==> src/rtl/vip_frame_sequencer_pkg.sv <==
// Shared definitions for the frame sequencer: state encoding and field widths.
package vip_pkg;

   // Geometry / frame-count field width and the pixel-count width derived from it.
   localparam int DIM_W = 11;
   localparam int PIX_W = 2 * DIM_W;

   // Default pixel width (RGB888).
   localparam int DWIDTH_DEF = 24;

   // Sequencer states; encoding is fixed so status taps stay stable.
   typedef enum logic [1:0] {
      ST_IDLE  = 2'd0,
      ST_RUN   = 2'd1,
      ST_DRAIN = 2'd2,
      ST_DONE  = 2'd3
   } seq_state_t;

endpackage

==> src/rtl/vip_frame_sequencer_if.sv <==
// Pixel-path bundle between the image source, the core input FIFO and the
// core output FIFO monitor taps. The slave side is the sequencer.
interface vip_frame_sequencer_if #(
   parameter int DWIDTH = 24
);
   logic [DWIDTH-1:0] src_data;
   logic              src_wrreq;
   logic              src_full;
   logic [DWIDTH-1:0] core_data;
   logic              core_wrreq;
   logic              core_full;
   logic              out_rdreq;
   logic              out_empty;

   // Environment side: source generator, core FIFO status and output taps.
   modport master (
      output src_data, src_wrreq, core_full, out_rdreq, out_empty,
      input  src_full, core_data, core_wrreq
   );

   // Sequencer side.
   modport slave (
      input  src_data, src_wrreq, core_full, out_rdreq, out_empty,
      output src_full, core_data, core_wrreq
   );
endinterface

==> src/rtl/vip_frame_sequencer_xy_counter.sv <==
// Raster position counter: x runs 0..width-1, then wraps and advances y,
// which runs 0..height-1 and wraps back to 0 after the last pixel.
module vip_xy_counter
   import vip_pkg::*;
#(
   parameter int DIM_W = vip_pkg::DIM_W
) (
   input  logic             clock,
   input  logic             reset,
   input  logic             clr,
   input  logic             en,
   input  logic [DIM_W-1:0] width,
   input  logic [DIM_W-1:0] height,
   output logic [DIM_W-1:0] x,
   output logic [DIM_W-1:0] y,
   output logic             last_x,
   output logic             last_xy
);

   localparam logic [DIM_W-1:0] ONE = 1;

   logic [DIM_W-1:0] x_reg, x_next;
   logic [DIM_W-1:0] y_reg, y_next;

   assign x       = x_reg;
   assign y       = y_reg;
   assign last_x  = (x_reg == width - ONE);
   assign last_xy = last_x && (y_reg == height - ONE);

   // Next position: clear wins, otherwise step along the raster on en.
   always_comb begin
      x_next = x_reg;
      y_next = y_reg;
      if (clr) begin
         x_next = '0;
         y_next = '0;
      end else if (en) begin
         if (last_x) begin
            x_next = '0;
            y_next = last_xy ? '0 : (y_reg + ONE);
         end else begin
            x_next = x_reg + ONE;
         end
      end
   end

   // Position registers.
   always_ff @(posedge clock) begin
      if (reset) begin
         x_reg <= '0;
         y_reg <= '0;
      end else begin
         x_reg <= x_next;
         y_reg <= y_next;
      end
   end

endmodule

==> src/rtl/vip_frame_sequencer.sv <==
// Frame-level sequencer in front of the video core. Admits exactly
// width*height pixels per frame into the core input FIFO, then waits until the
// same number of pixels has been read from the core output FIFO before opening
// the next frame, so at most one frame is ever inside the core.
module vip_frame_sequencer
   import vip_pkg::*;
#(
   parameter int DWIDTH = vip_pkg::DWIDTH_DEF,
   parameter int DIM_W  = vip_pkg::DIM_W
) (
   input  logic                  clock,
   input  logic                  reset,
   input  logic                  start,
   input  logic [DIM_W-1:0]      cfg_width,
   input  logic [DIM_W-1:0]      cfg_height,
   input  logic [DIM_W-1:0]      cfg_num_frame,
   vip_frame_sequencer_if.slave  bus,
   output logic                  sof,
   output logic                  eol,
   output logic                  eof,
   output logic [DIM_W-1:0]      frame_idx,
   output logic                  busy,
   output logic                  done,
   output logic                  err_overrun
);

   localparam int               CNT_W    = 2 * DIM_W;
   localparam logic [DIM_W:0]   IDX_ONE  = 1;
   localparam logic [DIM_W-1:0] FIDX_ONE = 1;
   localparam logic [CNT_W-1:0] CNT_ONE  = 1;

   seq_state_t       state_reg, state_next;
   logic [DIM_W-1:0] width_reg, width_next;
   logic [DIM_W-1:0] height_reg, height_next;
   logic [DIM_W-1:0] num_reg, num_next;
   logic [DIM_W-1:0] frame_idx_reg, frame_idx_next;
   logic [CNT_W-1:0] total_reg, total_next;
   logic [CNT_W-1:0] out_cnt_reg, out_cnt_next;
   logic [CNT_W-1:0] cnt_sum;
   logic             err_reg, err_next;
   logic             sof_reg, eol_reg, eof_reg;

   logic [DWIDTH-1:0] pix;
   logic              run_st;
   logic              counting;
   logic              in_acc;
   logic              out_acc;
   logic              start_ok;
   logic              frame_complete;
   logic              more_frames;
   logic              advance;

   logic [DIM_W-1:0]  x, y;
   logic              last_x, last_xy;

   logic [DIM_W-1:0]  cfg_arr [3];
   logic [2:0]        cfg_nz;

   // A start is only meaningful if every config field is non-zero.
   assign cfg_arr[0] = cfg_width;
   assign cfg_arr[1] = cfg_height;
   assign cfg_arr[2] = cfg_num_frame;

   genvar gi;
   generate
      for (gi = 0; gi < 3; gi++) begin : g_cfg_nz
         assign cfg_nz[gi] = |cfg_arr[gi];
      end
   endgenerate

   assign run_st   = (state_reg == ST_RUN);
   assign counting = (state_reg == ST_RUN) || (state_reg == ST_DRAIN);
   assign in_acc   = bus.src_wrreq && !bus.core_full && run_st;
   assign out_acc  = bus.out_rdreq && !bus.out_empty;
   assign start_ok = start && &cfg_nz &&
                     ((state_reg == ST_IDLE) || (state_reg == ST_DONE));

   // Zero-latency input path: the sequencer only gates the write strobe.
   assign pix            = bus.src_data;
   assign bus.core_data  = pix;
   assign bus.core_wrreq = in_acc;
   assign bus.src_full   = bus.core_full || !run_st;

   // Output count including this cycle's beat, so the last read completes
   // the frame in the same cycle it happens, whatever state we are in.
   assign cnt_sum        = out_cnt_reg + ((counting && out_acc) ? CNT_ONE : '0);
   assign frame_complete = counting && (cnt_sum == total_reg);
   assign more_frames    = ({1'b0, frame_idx_reg} + IDX_ONE) < {1'b0, num_reg};

   // Frame hand-over happens either from DRAIN, or straight from RUN when the
   // last input beat and the last output beat coincide.
   assign advance = frame_complete &&
                    ((run_st && in_acc && last_xy) || (state_reg == ST_DRAIN));

   vip_xy_counter #(
      .DIM_W (DIM_W)
   ) u_xy (
      .clock   (clock),
      .reset   (reset),
      .clr     (start_ok),
      .en      (in_acc),
      .width   (width_reg),
      .height  (height_reg),
      .x       (x),
      .y       (y),
      .last_x  (last_x),
      .last_xy (last_xy)
   );

   // Next-state logic for the FSM, config latch, frame and output counters.
   always_comb begin
      state_next     = state_reg;
      width_next     = width_reg;
      height_next    = height_reg;
      num_next       = num_reg;
      total_next     = total_reg;
      out_cnt_next   = out_cnt_reg;
      frame_idx_next = frame_idx_reg;
      err_next       = err_reg;

      case (state_reg)
         ST_IDLE, ST_DONE: begin
            if (start_ok) begin
               width_next     = cfg_width;
               height_next    = cfg_height;
               num_next       = cfg_num_frame;
               total_next     = CNT_W'(cfg_width) * CNT_W'(cfg_height);
               out_cnt_next   = '0;
               frame_idx_next = '0;
               err_next       = 1'b0;
               state_next     = ST_RUN;
            end else if (out_acc) begin
               // Output with no frame outstanding: flag it, do not count it.
               err_next = 1'b1;
            end
         end
         ST_RUN: begin
            out_cnt_next = cnt_sum;
            if (in_acc && last_xy) begin
               state_next = ST_DRAIN;
            end
         end
         ST_DRAIN: begin
            out_cnt_next = cnt_sum;
         end
         default: begin
            state_next = ST_IDLE;
         end
      endcase

      if (advance) begin
         out_cnt_next = '0;
         if (more_frames) begin
            frame_idx_next = frame_idx_reg + FIDX_ONE;
            state_next     = ST_RUN;
         end else begin
            state_next = ST_DONE;
         end
      end
   end

   // State, config and counter registers plus the one-cycle raster markers.
   always_ff @(posedge clock) begin
      if (reset) begin
         state_reg     <= ST_IDLE;
         width_reg     <= '0;
         height_reg    <= '0;
         num_reg       <= '0;
         total_reg     <= '0;
         out_cnt_reg   <= '0;
         frame_idx_reg <= '0;
         err_reg       <= 1'b0;
         sof_reg       <= 1'b0;
         eol_reg       <= 1'b0;
         eof_reg       <= 1'b0;
      end else begin
         state_reg     <= state_next;
         width_reg     <= width_next;
         height_reg    <= height_next;
         num_reg       <= num_next;
         total_reg     <= total_next;
         out_cnt_reg   <= out_cnt_next;
         frame_idx_reg <= frame_idx_next;
         err_reg       <= err_next;
         sof_reg       <= in_acc && (x == '0) && (y == '0);
         eol_reg       <= in_acc && last_x;
         eof_reg       <= in_acc && last_xy;
      end
   end

   assign sof         = sof_reg;
   assign eol         = eol_reg;
   assign eof         = eof_reg;
   assign frame_idx   = frame_idx_reg;
   assign busy        = counting;
   assign done        = (state_reg == ST_DONE);
   assign err_overrun = err_reg;

endmodule
==> src/flat_wrapper.sv <==
// flat-port wrapper written by rule: the top's interface ports become plain ports
module vip_frame_sequencer_flat import vip_pkg::*;
#(
   parameter int DWIDTH = vip_pkg::DWIDTH_DEF,
   parameter int DIM_W  = vip_pkg::DIM_W
)
  (clock, reset, start, cfg_width, cfg_height, cfg_num_frame, sof, eol, eof, frame_idx, busy, done, err_overrun, bus_src_data, bus_src_wrreq, bus_core_full, bus_out_rdreq, bus_out_empty, bus_src_full, bus_core_data, bus_core_wrreq);
  vip_frame_sequencer_if #(.DWIDTH(DWIDTH)) bus_i ();
  input  logic clock;
  input  logic reset;
  input  logic start;
  input  logic [DIM_W-1:0] cfg_width;
  input  logic [DIM_W-1:0] cfg_height;
  input  logic [DIM_W-1:0] cfg_num_frame;
  output logic sof;
  output logic eol;
  output logic eof;
  output logic [DIM_W-1:0] frame_idx;
  output logic busy;
  output logic done;
  output logic err_overrun;
  input wire logic [$bits(bus_i.src_data)-1:0] bus_src_data;
  input wire logic [$bits(bus_i.src_wrreq)-1:0] bus_src_wrreq;
  input wire logic [$bits(bus_i.core_full)-1:0] bus_core_full;
  input wire logic [$bits(bus_i.out_rdreq)-1:0] bus_out_rdreq;
  input wire logic [$bits(bus_i.out_empty)-1:0] bus_out_empty;
  output wire logic [$bits(bus_i.src_full)-1:0] bus_src_full;
  output wire logic [$bits(bus_i.core_data)-1:0] bus_core_data;
  output wire logic [$bits(bus_i.core_wrreq)-1:0] bus_core_wrreq;
  assign bus_i.src_data = bus_src_data;
  assign bus_i.src_wrreq = bus_src_wrreq;
  assign bus_i.core_full = bus_core_full;
  assign bus_i.out_rdreq = bus_out_rdreq;
  assign bus_i.out_empty = bus_out_empty;
  assign bus_src_full = bus_i.src_full;
  assign bus_core_data = bus_i.core_data;
  assign bus_core_wrreq = bus_i.core_wrreq;
  vip_frame_sequencer #(.DWIDTH(DWIDTH), .DIM_W(DIM_W)) u_core (.clock(clock), .reset(reset), .start(start), .cfg_width(cfg_width), .cfg_height(cfg_height), .cfg_num_frame(cfg_num_frame), .bus(bus_i), .sof(sof), .eol(eol), .eof(eof), .frame_idx(frame_idx), .busy(busy), .done(done), .err_overrun(err_overrun));
endmodule
==> config.mk <==
export PLATFORM = sky130hd
export DESIGN_NAME = vip_frame_sequencer_flat
export DESIGN_NICKNAME = d
export VERILOG_FILES = /design/src/rtl/vip_frame_sequencer_pkg.sv /design/src/rtl/vip_frame_sequencer_if.sv /design/src/rtl/vip_frame_sequencer_xy_counter.sv /design/src/rtl/vip_frame_sequencer.sv /design/src/flat_wrapper.sv
export SDC_FILE = /design/constraint.sdc
export NUM_CORES = 1
export LEC_CHECK = 0
export BUFFER_PORTS_ARGS = -buffer_cell sky130_fd_sc_hd__buf_2
export CAP_MARGIN = 40
export CORE_MARGIN = 4
export CORE_UTILIZATION = 35
export DETAILED_ROUTE_END_ITERATION = 10
export GPL_ROUTABILITY_DRIVEN = 0
export PLACE_DENSITY = 0.59
export SETUP_SLACK_MARGIN = 0.02
export SYNTH_ARGS = -nofsm -noshare
export SYNTH_HDL_FRONTEND = slang
export SYNTH_HIERARCHICAL = 1
export SYNTH_SLANG_ARGS = --single-unit
==> constraint.sdc <==
create_clock -name clock -period 12.8 [get_ports clock]
set_input_delay 0.64 -clock clock [delete_from_list [all_inputs] [get_ports clock]]
set_output_delay 0.64 -clock clock [all_outputs]
set_load 0.05 [all_outputs]
* After elaboration in Yosys (flattened, before gate mapping)
Cells that the tools add are included.
** Storage, ports and cells
- Bits in registers :: 116
- Bits in latches :: 0
- Memory bits (writable) :: 0
- Memory bits (read-only) :: 0
- Bits of input ports :: 64
- Output and inout bits :: 43
- Word-level logic and storage cells :: 86
- Memories :: 0
** Operators by class
- Add/sub/neg operators :: 7
- $mul :: 1
- Divide/modulo/power cells :: 0
- $lt $le $gt $ge :: 1
- Equality and inequality tests :: 9
- Shift operators :: 0
- Muxes and demuxes :: 16
- Bitwise logic cells :: 0
- Reduce and logical (&&, ||, !) cells :: 39
** Operators with widths (count)
- two-way mux 11 bit :: 6
- case mux 22 bit (2 select lines) :: 1
- adder 11 x 1 -> 11 bit, second input constant :: 3
- OR reduction 11 bit :: 3
- adder 22 bit :: 1
- equality test 11 bit :: 2
- equality test 22 bit :: 1
- zero test 11 bit :: 2
- multiplier 11 x 11 -> 22 bit :: 1
- two-way mux 22 bit :: 1
- subtractor 11 x 1 -> 11 bit, second input constant :: 2
- logical AND 1 bit :: 15
- adder 11 x 1 -> 12 bit, second input constant :: 1
- < comparator 12 x 11 -> 1 bit :: 1
- two-way mux 2 bit :: 4
- OR reduction 2 bit :: 4
- AND reduction 2 bit :: 3
- AND reduction 3 bit :: 2
- equality test 2 bit, second input constant :: 2
- logical OR 1 bit :: 4
- case mux 2 bit (2 select lines) :: 1
- zero test 1 bit :: 3
- two-way mux 1 bit :: 3
- != test 3 x 1 -> 1 bit, second input constant :: 1
- other kinds (6) :: 6

* Longest topological paths before layout
Gate-level depths: netlist (run 1).
- Depth after elaboration :: 10
- Mapped depth :: 20
- Gate-level depth less buffers :: 19

* Cells and area by module
Netlist (run 1), hierarchy kept.
** Modules (own cells, without submodules)
- vip_frame_sequencer :: instances 1, cells each 1174, area each 9346.5 sq um, sequential area each 1881.8 sq um
- vip_xy_counter :: instances 1, cells each 220, area each 1725.4 sq um, sequential area each 440.4 sq um

* Worst setup path before layout (run 1)
OpenSTA, ideal clock, no wires.
- Path type :: input port to flip-flop
- Start point :: input cfg_height[10]
- End point :: register u_core.total_reg[15]
- Library setup time :: 0.079 ns
- Arrival time :: 5.563 ns
- Required time :: 12.721 ns
- Setup slack :: 7.158 ns
- Cell stages on the path :: 18
- Path buffers :: 1
- Cells stage by stage :: clkbuf_1 nand2_1 fa_1 fa_1 inv_1 fa_1 fa_1 inv_1 fa_1 inv_1 ha_1 a21oi_1 inv_1 o41ai_1 o21ai_0 a21o_1 a211o_1 o211ai_1
** On the way
- Word-level cells in the longest chain between the ends :: 5
- Elaborated cells between the ends (all ways) :: 6
- Those cells by class :: mul (1); reduce/logical (5)
** RTL lines
- start: declaration :: line flat_wrapper.sv:13 : input logic [DIM_W-1:0] cfg_height;
- parallel branches: the longest is 5 deep, another holds multiplier 11 x 11 -> 22 bit
- end signal: assignment :: line vip_frame_sequencer.sv:181 : total_reg <= total_next;
- end: declaration :: line vip_frame_sequencer.sv:37 : logic [CNT_W-1:0] total_reg, total_next;
Several ways; the timed one is not identified.
A chain may end at the register's enable or synchronous reset.

* Worst setup path in the final report (run 1)
Ends and elaborated chain as after synthesis.

==> results of run 1 <==
## where the power goes
group          internal [mW]  switching [mW]
clock                  0.308           0.188
sequential             0.389          0.0276
combinational          0.388           0.574
## cells by family (layout without fill, tap and decap cells)
| family | Yosys count | after routing |
|---|---|---|
| and+or+nand+nor | 547 | 547 |
| adders and majority gates | 160 | 160 |
| xor gates and xnor gates | 77 | 77 |
| buffers and inverters | 242 | 243 |
| AOI/OAI and AO/OA | 248 | 248 |
| DFF | 116 | 116 |
| muxes | 4 | 4 |
## layout make-up
class | count | area [µm²]
fill | 3212 | 18900
timing repair buffer | 64 | 335
clock inverter | 14 | 173
tap | 396 | 495
sequential | 116 | 2320
clock buffer | 18 | 429
multi-input combinational | 1036 | 7720
inverter | 147 | 552
## cell usage in the layout, fill, tap and decap left out, types with 9 or more instances in the layout
| master | instances |
|---|---|
| buf_2 | 58 |
| a31oi_1 | 12 |
| nand2_1 | 189 |
| fa_1 | 80 |
| a21o_1 | 11 |
| dfxtp_1 | 116 |
| or2_2 | 13 |
| nand3_1 | 37 |
| xor2_1 | 37 |
| and2_1 | 79 |
| nor2_1 | 68 |
| clkbuf_16 | 17 |
| inv_1 | 145 |
| nor2b_1 | 9 |
| nor4_1 | 29 |
| xnor2_1 | 39 |
| nor3_1 | 29 |
| or3_1 | 11 |
| and3_1 | 11 |
| a21oi_1 | 90 |
| o211ai_1 | 24 |
| nand4_1 | 19 |
| o21ai_0 | 49 |
| ha_1 | 80 |
## stage by stage
step                std cells  area, µm²  util (%)  hold WS [ns]  power, mW
finish                   1791      12000      38.9         0.452       1.88
global placement         1759      11400      37.0         0.444       1.38
floorplan                1394      11100         -         0.436       1.17
CTS                      1791      12000      38.9         0.457       1.90
detailed placement       1759      11400      37.0         0.448       1.39
global route             1791      12000      38.9         0.477       2.04
## synthesized netlist by cell type (5+ instances only)
master      n  area, µm²
and4_1      8       70.1
or4_1       8       60.1
nand4_1    19        119
buf_2      11       55.1
nand2b_1    8       50.1
buf_1       5       18.8
buf_4      26        195
xnor2_1    39        342
and2_1     79        494
dfxtp_1   116       2320
a21o_1     11       82.6
o211ai_1   24        180
and3_1     11       68.8
nor2b_1     9       56.3
o21ai_0    49        245
o31ai_1     7       52.6
a31oi_1    12       75.1
inv_1     145        544
a21oi_1    90        450
clkbuf_1   51        191
fa_1       80       1600
nand2_1   189        709
ha_1       80       1000
a211oi_1    7       52.6
nor2_1     68        255
xor2_1     37        324
nor4_1     29        181
or3_1      11       68.8
nand3_1    37        185
nor3_1     29        145
or2_2      13       81.3
## metal layers
metal / wire, µm / vias to the layer above / track usage, % / part of all wire [%]
li1: - / 4654 / - / -
met1: 13300 / 4656 / 22.9 / 46
met2: 13500 / 241 / 27.5 / 47
met3: 1350 / 32 / 2.62 / 4.7
met4: 488 / 2 / 5.68 / 1.7
met5: 13 / - / 0 / 0.045
## worst register-to-register path, stage by stage, from the launching register on
cell and delay [ns]:
dfxtp_1 0.34, inv_1 0.07, ha_1 0.21, or3b_2 0.52
or4_4 0.43, a21oi_2 0.20, nor2_2 0.09, nor2_1 0.29
and2_1 0.26, and3_1 0.24, o211ai_1 0.09, or4_4 0.46
nor3b_1 0.44, a21o_1 0.75, nor3_1 0.14
## how the worst min path moves through the flow
stage / to / slack [ns] / depth (start not counted)
6_report: u_core/num_reg[7]$_SDFFE_PP0P_ / 0.45 / 2
3_5_place_dp: u_core/num_reg[7]$_SDFFE_PP0P_ / 0.45 / 2
5_1_grt: u_core/num_reg[6]$_SDFFE_PP0P_ / 0.48 / 2
4_1_cts: u_core/num_reg[7]$_SDFFE_PP0P_ / 0.46 / 2
2_1_floorplan: u_core/num_reg[10]$_SDFFE_PP0P_ / 0.44 / 2
3_3_place_gp: u_core/num_reg[10]$_SDFFE_PP0P_ / 0.44 / 2
==> run_results.csv, run 1 <==
group,metric,value,unit
die,dieArea,34500,µm²
routing,avgRoutedWirePerCell,16.0,µm
global_route,antenna_found_initial,1,
yosys,synth_nets,1618,
setup_path,arrival,5.97,ns
setup_path,crit_path_cell_trace,"buf_2 > nand2_1 > fa_1 > fa_1 > inv_1 > fa_1 > fa_1 > inv_1 > fa_1 > inv_1 > ha_1 > a21oi_1 > inv_1 > o41ai_1 > o21ai_0 > a21o_1 > a211o_1 > o211ai_1",
global_route,grt_pass1_wl,47.1,mm
die,start_util,35.8,%
setup_path,cp_max_fo,13,
run_status,status,"complete, no violations",
setup_path,cpMaxStageDelayCell,"o41ai_1",
yosys,ys_types,81,
die,die_w,186,µm
routing,drtIter0Drc,758,
global_route,groute.usage.overall,16.9,%
place,dp_slack,6.77,ns
sta,tightest_slew,0.847,ns
worst_hold_path,min_from,"u_core/num_reg[7]$_SDFFE_PP0P_",
clock_tree,cts_setup_buffers,0,
routing,drt-pass1-iter-count,5,
sta,drv_slew,0,
clock_tree,cts_tree,"done",
setup_path,crit_family,"adder cells",
die,ios,107,
setup_path,reg2reg_from,"u_core/width_reg[0]$_SDFFE_PP0P_",
setup_path,slowest_delay,0.67,ns
setup_path,endpoint,"u_core/total_reg[15]$_SDFFE_PP0P_",
setup_path,cp.depth,18,
power_and_ir_drop,p_leak,5.20,nW
clock_tree,clock-root-buffer,"clkbuf_16",
setup_path,required,13.14,ns
routing,drtAntennaViolNets,0,
place,hpwl,21.4,mm
yosys,synth-async-reset-ratio,0,%
yosys,synth_top_family_by_area,"simple AND/OR/NAND/NOR gates",
clock_tree,cts_hold_buf,0,
die,core,30900,µm²
die,die_y,186,µm
sta,fin_skew,0.0123,ns
yosys,synth_edf_count,0,
clock_tree,cts_sinks,116,
die,rows,64,
setup_path,crit_start,"cfg_height[10]",
setup_path,worst-path-buf-inv,5,
sta,min_period,5.64,ns
power_and_ir_drop,ir_drop,0.124,mV
setup_path,critPathKind,"in2reg",
sta,slew-limit-headroom,43.5,%
yosys,synth_seq_cells,116,
clock_tree,cts-htree-levels,4,
yosys,synth_ff_type,"dfxtp_1",
setup_path,cp-end-kind,"flip-flop",
clock_tree,clkLatencyLatePin,0.41,ns
setup_path,reg2reg_depth,14,
routing,drt-total-wl,28.7,mm
sta,max_freq,177,MHz
clock_tree,cts_resized,0,
clock_tree,ctsLongestPathBuffers,2,
clock_tree,path_clk_slew,0.06,ns
sta,tns,0,ns
yosys,syn_area,11100,µm²
yosys,synth_warnings,6,
place,portBuffers,58,
setup_path,reg2reg_setup_slack,8.12,ns
layout,antennaDiodeCount,0,
yosys,synth_xor_area_share,6.22,%
routing,viasPerCell,5.35,
routing,vias,9585,
yosys,synthMuxAreaShare,0.373,%
sta,fin_crit_sh,44.1,%
power_and_ir_drop,p_per_area,156,nW/µm²
worst_hold_path,min_path_type,"reg2reg",
routing,route.detailed.drc,0,
layout,nets,1606,
yosys,syn_avg_cell_area,7.94,µm²
sta,final_hold_viol_count,0,
layout,drive_gt1_share,9.46,%
clock_tree,cts_buffers,17,
yosys,synth-compound-area-share,14.0,%
global_route,grt_overflow,0,
sta,setup_viol,0,
layout,syn_to_final_growth,8.63,%
run,drv_cap,0,
sta,finalWorstSetupSlack,7.16,ns
global_route,grt_pass1_vias,9313,
setup_path,critPathLaunchType,"input pin",
setup_path,regToRegEndpoint,"u_core/out_cnt_reg[15]$_SDFFE_PP0P_",
yosys,netlist_instances,1394,
yosys,seq_area_frac_synth,21.0,%
setup_path,crit_top_cell,"fa_1",
yosys,yosys.area_share.simple,25.6,%
yosys,synth_fa_ha_area_share,23.5,%
sta,rsz0062_at_grt,"false",
global_route,grt_max_degree,64,
No activity file was read; power rests on OpenSTA's default activity.
==> run 2, diff against run 1 <==
ABC_AREA = 1   (was not set)
PLACE_DENSITY = 0.61   (was 0.59)
clock period = 4.6 ns   (was 12.8 ns; I/O delays follow)
==> run 2 against run 1 <==
Against the previous run:
- critical path depth rose by 2
- cell count up 29%
- clock-buffer cell count fell by 1
- global-route usage grew 0.60 points
- worst setup slack worse by 6.9 ns
- non-clock buffer count up 75
- routed wire length rose by 7.6%
- synthesized cell count up 27%
- sequential power rose to 3.1 times the previous value
- sequential share of layout area decreased by 2.1 points
==> run_results.csv, run 2 <==
group,metric,value,unit
yosys,synth_edf_count,0,
yosys,synth_xor_area_share,2.71,%
yosys,synth_area_leaders,"dfxtp_1 20%, nand2_1 16%, fa_1 14%",
yosys,netlist_instances,1771,
setup_path,reg2reg_setup_slack,0.82,ns
sta,hold-worst-slack,0.0560,ns
setup_path,critPathLaunchType,"input pin",
routing,drtIter0Drc,680,
die,die_y,190,µm
yosys,synth_seq_cells,116,
global_route,groute.usage.overall,17.5,%
setup_path,regToRegEndpoint,"u_core/out_cnt_reg[1]$_SDFFE_PP0P_",
routing,vias,10975,
worst_hold_path,hold_depth,3,
yosys,synth_common_cells,"482 x nand2_1, 361 x inv_1, 142 x nand3_1, 116 x dfxtp_1, 109 x nor2_1",
place,portBuffers,58,
die,core,32700,µm²
yosys,syn_area,11700,µm²
yosys,yosys.area_share.simple,30.9,%
power_and_ir_drop,fin_total_pwr,7.06,mW
routing,viasPerCell,4.75,
run,drv_cap,0,
clock_tree,cts_sinks,116,
yosys,synth_ff_type,"dfxtp_1",
global_route,grt_overflow,0,
power_and_ir_drop,p_per_area,522,nW/µm²
setup_path,critPathKind,"in2reg",
die,ios,107,
global_route,antenna_found_initial,0,
yosys,synth_warnings,6,
routing,drtAntennaViolNets,0,
layout,drive_gt1_share,12.8,%
sta,drv_slew,0,
routing,drt-pass1-iter-count,7,
setup_path,required,4.87,ns
sta,fin_skew,0.0113,ns
setup_path,arrival,4.65,ns
clock_tree,cts_hold_buf,0,
worst_hold_path,min_from,"cfg_num_frame[8]",
power_and_ir_drop,p_leak,6.89,nW
global_route,grt_pass1_vias,11004,
clock_tree,cts_tree,"done",
layout,final_common_cell,"nand2_1",
sta,fin_crit_sh,95.1,%
yosys,synth_fa_ha_area_share,22.3,%
die,dieArea,36300,µm²
clock_tree,ctsLongestPathBuffers,2,
global_route,grt_pass1_wl,52.9,mm
setup_path,reg2reg_from,"u_core/width_reg[0]$_SDFFE_PP0P_",
run_status,status,"complete, no violations",
routing,avgRoutedWirePerCell,13.4,µm
place,hpwl,25.1,mm
clock_tree,clock-root-buffer,"clkbuf_16",
yosys,synth-compound-area-share,8.98,%
power_and_ir_drop,ir_drop,0.465,mV
die,die_w,190,µm
layout,syn_to_final_growth,16.0,%
clock_tree,cts-htree-levels,4,
clock_tree,path_clk_slew,0.06,ns
sta,min_period,4.38,ns
sta,tightest_slew,0.739,ns
die,start_util,35.6,%
layout,num-fill-cells,3430,
sta,slew-limit-headroom,50.6,%
yosys,seq_area_frac_synth,19.9,%
sta,setup_viol,0,
setup_path,cp_max_fo,6,
yosys,synthMuxAreaShare,0,%
clock_tree,clkLatencyLatePin,0.42,ns
die,rows,66,
yosys,synth-async-reset-ratio,0,%
layout,final_cell_mix,"479 x nand2_1, 361 x inv_1, 142 x nand3_1",
routing,drt-total-wl,30.9,mm
yosys,synthDominantCellAreaShare,19.9,%
yosys,ys_types,48,
setup_path,reg2reg_depth,24,
layout,nets,2079,
clock_tree,cts_buffers,17,
yosys,post-synth-top-count-cell,"nand2_1",
yosys,synth_nets,1995,
setup_path,cp-end-kind,"flip-flop",
sta,final_hold_viol_count,0,
routing,route.detailed.drc,0,
layout,antennaDiodeCount,0,
yosys,yosys.area.top_type,"dfxtp_1",
yosys,syn_avg_cell_area,6.58,µm²
worst_hold_path,min_path_type,"in2reg",
sta,max_freq,229,MHz
global_route,grt_max_degree,40,
worst_hold_path,min_to,"u_core/num_reg[8]$_SDFFE_PP0P_",
yosys,synth_top_family_by_area,"simple AND/OR/NAND/NOR gates",
==> run 2: cell count changes in the layout (fill, tap and decap cells not counted), moves of 14 or more <==
cell,delta
nor4_1,-14
nand2_1,+290
nor2_1,+38
o22ai_1,+17
buf_4,+73
nand3_1,+105
and2_1,-76
xnor2_1,-31
o211ai_1,-22
nor3_1,-15
inv_1,+216
==> run 2: kinds of logic (layout without fill, tap and decap cells) <==
family,Yosys count,count (layout)
flops,116,116
xor+xnor,36,36
simple gates,827,827
buf+inv,443,540
fa+ha+maj,160,160
compound gates,189,189
==> run 2: worst max-delay path, stage by stage <==
cell and delay (ns):
buf_2 0.15, buf_4 0.17, nand2_1 0.05, inv_1 0.05, fa_1 0.55, fa_1 0.43, fa_1 0.48, fa_1 0.55
inv_1 0.06, fa_1 0.53, inv_1 0.06, ha_4 0.26, a21oi_1 0.13, o21ai_1 0.08, a21o_1 0.18, a21oi_2 0.19
o21bai_2 0.09, a21boi_1 0.17, xor2_1 0.16, a21oi_1 0.08
==> run 2: final cells by class <==
cell class / instances / area [µm²] / area share [%]
well taps: 442 / 553 / 4.09
clock buffers: 17 / 425 / 3.14
clock inverters: 15 / 194 / 1.43
multi-input cells: 1212 / 7700 / 56.9
repair buffers: 139 / 945 / 6.98
flip-flops and latches: 116 / 2320 / 17.2
inverters: 369 / 1390 / 10.2
==> run 2: routing by layer <==
metal / global-route usage [%] / up-vias / wire [µm]
li1: - / 5648 / -
met1: 22.0 / 5081 / 13800
met2: 31.2 / 196 / 15200
met3: 2.31 / 50 / 1090
met4: 5.08 / 0 / 785
met5: 0 / - / 0
==> run 2: through the flow <==
step | TNS, ns | utilization [%] | instances | area (µm²) | worst slack, ns
CTS | 0 | 41.0 | 2310 | 13400 | 0.137
finish | 0 | 41.4 | 2310 | 13500 | 0.224
global placement | -1.72 | 39.2 | 2278 | 12800 | -0.312
detailed placement | -2.02 | 39.2 | 2278 | 12800 | -0.285
floorplan | 0 | - | 1771 | 11800 | 0.0155
global route | -0.00283 | 41.4 | 2310 | 13500 | -0.00283
==> run 2: worst max-delay path by stage <==
| stage | slack (ns) | from | to |
|---|---|---|---|
| after floorplan | 0.02 | cfg_width[1] | u_core/total_reg[19]$_SDFFE_PP0P_ |
| after global placement | -0.31 | cfg_height[7] | u_core/total_reg[20]$_SDFFE_PP0P_ |
| after detailed placement | -0.28 | cfg_height[4] | u_core/total_reg[14]$_SDFFE_PP0P_ |
| after CTS | 0.14 | cfg_height[7] | u_core/total_reg[20]$_SDFFE_PP0P_ |
| after global routing | -0.003 | cfg_height[7] | u_core/total_reg[19]$_SDFFE_PP0P_ |
| final | 0.22 | cfg_height[7] | u_core/total_reg[19]$_SDFFE_PP0P_ |
==> run 2: power breakdown <==
part | leakage [nW] | switching [mW] | total, mW | internal, mW
Sequential | 0.944 | 0.119 | 1.27 | 1.15
Combinational | 5.64 | 2.52 | 4.38 | 1.87
Clock | 0.299 | 0.544 | 1.41 | 0.868
==> run 2: timing repair <==
item	CTS	global route
setup endpoints to repair	0	7
setup buffers	0	0
resized for setup	0	25
